`src/rtl/filter_engine.sv`:
```
// 2x2 convolution engine: reads an MxN byte image and a signed 4-tap mask from memory,
// and writes the shifted, clamped (M-1)x(N-1) result directly after the input image.

module filter_engine #(
    parameter int unsigned BASE_IN = 24,
    parameter int          SHIFT   = 0
) (
    input  logic        clk,
    input  logic        rst,
    input  logic        start,
    output logic        busy,
    output logic        done,
    output logic        WE,
    output logic [31:0] A,
    output logic [31:0] B,
    output logic [7:0]  Din,
    input  logic [31:0] Do,
    input  logic [7:0]  Dob
);

    typedef enum logic [2:0] {
        IDLE,
        HDR_ADDR,
        HDR_CAP,
        PIX_ADDR,
        PIX_CAP,
        CALC,
        WR,
        DONE
    } state_e;

    // Index 6 is the dispatch visit of HDR_ADDR: no read, just the size check.
    localparam logic [2:0] HDR_DISPATCH = 3'd6;

    state_e             state_q, state_d;
    logic [2:0]         idx_q, idx_d;
    logic [15:0]        m_q, m_d;
    logic [15:0]        n_q, n_d;
    logic signed [15:0] k_q [4];
    logic signed [15:0] k_d [4];
    logic [15:0]        r_q, r_d;
    logic [15:0]        c_q, c_d;
    logic [1:0]         pk_q, pk_d;
    logic [7:0]         p_q [4];
    logic [7:0]         p_d [4];
    logic [7:0]         res_q, res_d;
    logic [31:0]        a_q, a_d;
    logic [31:0]        b_q, b_d;

    logic [31:0]        pix_addr;
    logic [31:0]        out_addr;
    logic signed [27:0] acc;
    logic signed [27:0] shifted;
    logic [7:0]         clamped;

    logic unused_do_hi;
    assign unused_do_hi = ^Do[31:16];

    // Pk sits at (r + pk[1], c + pk[0]), which yields the P0..P3 read order.
    always_comb begin
        pix_addr = 32'(BASE_IN) + (32'(r_q) + 32'(pk_q[1])) * 32'(n_q)
                 + 32'(c_q) + 32'(pk_q[0]);
        out_addr = 32'(BASE_IN) + 32'(m_q) * 32'(n_q)
                 + 32'(r_q) * (32'(n_q) - 32'd1) + 32'(c_q);
    end

    always_comb begin
        acc = '0;
        for (int i = 0; i < 4; i++) begin
            acc = acc + $signed({20'd0, p_q[i]}) * 28'(k_q[i]);
        end
        shifted = acc >>> SHIFT;
        if (shifted < 28'sd0) begin
            clamped = 8'd0;
        end else if (shifted > 28'sd255) begin
            clamped = 8'd255;
        end else begin
            clamped = shifted[7:0];
        end
    end

    // NOTE: every signal written here gets its default first, so no path through
    // the case statement leaves one unassigned and no latch is inferred.
    always_comb begin
        state_d = state_q;
        idx_d   = idx_q;
        m_d     = m_q;
        n_d     = n_q;
        k_d     = k_q;
        r_d     = r_q;
        c_d     = c_q;
        pk_d    = pk_q;
        p_d     = p_q;
        res_d   = res_q;

        unique case (state_q)
            IDLE: begin
                if (start) begin
                    state_d = HDR_ADDR;
                    idx_d   = 3'd0;
                end
            end
            HDR_ADDR: begin
                if (idx_q == HDR_DISPATCH) begin
                    if (m_q < 16'd2 || n_q < 16'd2) begin
                        state_d = DONE;
                    end else begin
                        state_d = PIX_ADDR;
                        r_d     = '0;
                        c_d     = '0;
                        pk_d    = '0;
                    end
                end else begin
                    state_d = HDR_CAP;
                end
            end
            HDR_CAP: begin
                case (idx_q)
                    3'd0:    m_d = Do[15:0];
                    3'd1:    n_d = Do[15:0];
                    default: k_d[2'(idx_q - 3'd2)] = Do[15:0];
                endcase
                idx_d   = idx_q + 3'd1;
                state_d = HDR_ADDR;
            end
            PIX_ADDR: begin
                state_d = PIX_CAP;
            end
            PIX_CAP: begin
                p_d[pk_q] = Dob;
                if (pk_q == 2'd3) begin
                    state_d = CALC;
                end else begin
                    pk_d    = pk_q + 2'd1;
                    state_d = PIX_ADDR;
                end
            end
            CALC: begin
                res_d   = clamped;
                state_d = WR;
            end
            WR: begin
                pk_d    = '0;
                state_d = PIX_ADDR;
                if (c_q == n_q - 16'd2) begin
                    c_d = '0;
                    if (r_q == m_q - 16'd2) begin
                        state_d = DONE;
                    end else begin
                        r_d = r_q + 16'd1;
                    end
                end else begin
                    c_d = c_q + 16'd1;
                end
            end
            DONE: begin
                state_d = IDLE;
            end
            default: begin
                state_d = IDLE;
            end
        endcase
    end

    // A and B track the last driven address so they hold between uses.
    always_comb begin
        busy = (state_q != IDLE);
        done = (state_q == DONE);
        WE   = (state_q != WR);
        Din  = (state_q == WR) ? res_q : 8'd0;

        if (state_q == HDR_ADDR && idx_q != HDR_DISPATCH) begin
            A = {27'd0, idx_q, 2'b00};
        end else begin
            A = a_q;
        end

        if (state_q == PIX_ADDR) begin
            B = pix_addr;
        end else if (state_q == WR) begin
            B = out_addr;
        end else begin
            B = b_q;
        end

        a_d = A;
        b_d = B;
    end

    // NOTE: state uses non-blocking assignments so every flop samples pre-edge values;
    // the mask and pixel registers are small enough to reset like any other flop.
    always_ff @(posedge clk or negedge rst) begin
        if (!rst) begin
            state_q <= IDLE;
            idx_q   <= '0;
            m_q     <= '0;
            n_q     <= '0;
            r_q     <= '0;
            c_q     <= '0;
            pk_q    <= '0;
            res_q   <= '0;
            a_q     <= '0;
            b_q     <= '0;
            for (int i = 0; i < 4; i++) begin
                k_q[i] <= '0;
                p_q[i] <= '0;
            end
        end else begin
            state_q <= state_d;
            idx_q   <= idx_d;
            m_q     <= m_d;
            n_q     <= n_d;
            r_q     <= r_d;
            c_q     <= c_d;
            pk_q    <= pk_d;
            res_q   <= res_d;
            a_q     <= a_d;
            b_q     <= b_d;
            k_q     <= k_d;
            p_q     <= p_d;
        end
    end

endmodule

```
`config.mk`:
```
export PLATFORM = sky130hd
export DESIGN_NAME = filter_engine
export DESIGN_NICKNAME = d
export VERILOG_FILES = /design/src/rtl/filter_engine.sv
export SDC_FILE = /design/constraint.sdc
export NUM_CORES = 2
export LEC_CHECK = 0
export ABC_AREA = 1
export ABC_CLOCK_PERIOD_IN_PS = 15100
export CAP_MARGIN = 5
export CORE_MARGIN = 3
export CORE_UTILIZATION = 56
export DETAILED_ROUTE_END_ITERATION = 16
export GPL_TIMING_DRIVEN = 0
export HOLD_SLACK_MARGIN = 0.12
export PLACE_DENSITY = 0.69
export SYNTH_ARGS = -nofsm -noshare
export SYNTH_HDL_FRONTEND = slang
export SYNTH_SLANG_ARGS = --single-unit
```
`constraint.sdc`:
```
create_clock -name clk -period 15.1 [get_ports clk]
set_input_delay 2.265 -clock clk [delete_from_list [all_inputs] [get_ports clk]]
set_output_delay 2.265 -clock clk [all_outputs]
set_load 0.01 [all_outputs]
```
==> results_dict.tcl <==
set metrics [dict create \
    outcome "completed" \
    ys_seq_area_frac 0.0997 \
    reg2reg_to "b_q[27]" \
    ant_nets 0 \
    clkSinkCount 240 \
    wl_um 199000 \
    path_class "reg -> out" \
    netlist_area_sq_um 60200 \
    endpoint_kind "output pin" \
    globalRouteOverflowTotal 0 \
    n_fill_cell 9811 \
    grt_use_total 0.365 \
    avgSynthCellArea_sq_um 7.95 \
    seqCellArea_sq_um 6010 \
    drt-vias-per-instance 5.32 \
    fmax_ghz 0.0729 \
    r2r_slack_ns 4.83 \
    drive_above_1_share 0.0160 \
    cp.arrival_ns 11.45 \
    die_h_um 334 \
    routedWlPerCell_um 21.7 \
    grt_max_degree 107 \
    dr.first_iter.drc_count 3595 \
    cp_data_required_time_ns 12.84 \
    rr_startpoint "n_q[0]" \
    synth-edff-count 0 \
    cp-endpoint "B[30]" \
    cp_common_cell "inv_1" \
    crit_start "n_q[0]" \
    setup_viol 0 \
    yosysWarnings 0 \
    initial_core_util 0.568 \
    rsz0062_at_grt "no" \
    syn_inst 7581 \
    clkTransAtPathRegs_ns 0.06 \
    numCtsBuffers 31 \
    final.setup.tns_ns 0 \
    cts-root-buf "clkbuf_16" \
    dp_hpwl_um 173000 \
    area_growth_pct 6.38 \
    insertion_delay_ns 0.63 \
    skew_ns 0.0426 \
    cts_tree "yes" \
    synth_seq_cells 240 \
    mostFrequentLayoutCells "inv_1 (2219), nand2_1 (1706), fa_1 (1260), nor2_1 (506), ha_1 (487)" \
    antenna_found_initial 5 \
    synth_ff_type "dfrtp_1" \
    die_x_um 334 \
    core_sq_um 106000 \
    cts_setup_buffers 0 \
    dr.pass1.iters 6 \
    clk_path_buf_depth 3 \
    cpPeakStageDelay_ns 0.69 \
    vias 48600 \
    min_period_ns 13.71 \
    hold_viol 0 \
    nets 9507 \
    ioPinCount 118 \
    slew_violations 0 \
    min_path_type "reg -> reg" \
    cts_resized 0 \
    globalplace.congestion 1.03 \
    async_flop_share 1.00 \
    synth_fp_nets 9371 \
    cts_hold_buf 0 \
    final_common_cell "inv_1" \
    dieArea_sq_um 112000 \
    period_share 0.908 \
    critPathMaxFanout 10 \
    worst_hold_path.num_cells 2 \
    worstMarginPinSlew_ns 1.17 \
    htreeDepth 1 \
    ys_types 58 \
    cp-start-kind "flip-flop" \
    maxCapViolCount 0 \
    rows 119 \
    multi_input_area_sq_um 44500 \
    reg2reg_depth 36 \
    critPathSlowestCell "clkdlybuf4s50_1" \
    grt_pass1_vias 50800 \
    slew_headroom 0.214 \
    port_buffers 101 \
    route.detailed.drc 0 \
    grt_pass1_wl_um 304000 \
]
logic make-up (layout without fill, tap and decap cells):
logic type	Yosys count	count (layout)	share of synthesized area
other	1	3	0.0000623
xor gates and xnor gates	118	118	0.0173
buffers and inverters	2572	2730	0.161
AOI/OAI and AO/OA	426	426	0.0384
DFF	240	240	0.0997
and+or+nand+nor	2477	2477	0.163
adders and majority gates	1747	1747	0.520
worst max-delay path, delay by kind of cell (launching register included):
family | cells | cell delay [ns]
simple gates | 9 | 1.14
fa+ha+maj | 10 | 4.83
compound gates | 5 | 1.66
buf+inv | 14 | 2.75
flops | 1 | 0.46
area by class of cell:
class,instances,area share
Clock inverter,13,0.00246
Tap cell,1391,0.0272
Timing Repair Buffer,103,0.0167
Antenna cell,2,0.0000781
Clock buffer,42,0.0135
Multi-Input combinational cell,4769,0.695
Buffer,331,0.0205
Inverter,2241,0.131
Sequential cell,240,0.0937
stage by stage:
stage	area [sq um]	hold WS, ns	worst slack [ns]	util	cells
after floorplan	60200	0.449	4.83	-	7581
after global placement	63000	0.465	0.940	0.594	9073
after detailed placement	63000	0.465	2.20	0.595	9075
after CTS	64100	0.483	1.55	0.604	9130
after global routing	64100	0.500	0.882	0.604	9130
final	64100	0.479	1.39	0.604	9132
metal layers:
metal	global-route usage	routed length [um]
met4	0.256	17400
met2	0.616	95900
met1	0.435	72200
met3	0.0491	13100
met5	0	23
worst min path at each step:
stage                   from        to  slack (ns)
global placement    res_q[3]  res_q[3]        0.46
CTS                 res_q[2]  res_q[2]        0.48
detailed placement  res_q[4]  res_q[4]        0.47
finish              res_q[2]  res_q[2]        0.48
global route         a_q[16]   a_q[16]        0.50
floorplan           res_q[0]  res_q[0]        0.45
sequential cells by signal, indices dropped and copies added (netlist names):
signal,count
n_q,16
idx_q,3
a_q,32
p_q,32
pk_q,2
r_q,16
res_q,8
b_q,32
k_q,64
c_q,16
m_q,16
state_q,3
cell usage after synthesis (all sizes together), types with 46 or more instances:
cell type | count | area [sq um]
a21oi | 128 | 656
buf | 59 | 293
clkbuf | 272 | 1020
dfrtp | 240 | 6010
fa | 1260 | 25200
ha | 487 | 6090
inv | 2228 | 8360
nand2 | 1711 | 6450
nand3 | 132 | 683
nor2 | 518 | 2000
nor3 | 46 | 252
o21ai | 231 | 1160
xor2 | 80 | 708
Power is left out: the tool's default activity adds up to more than one toggle a clock period on the data nets, which glitch-free logic cannot reach.
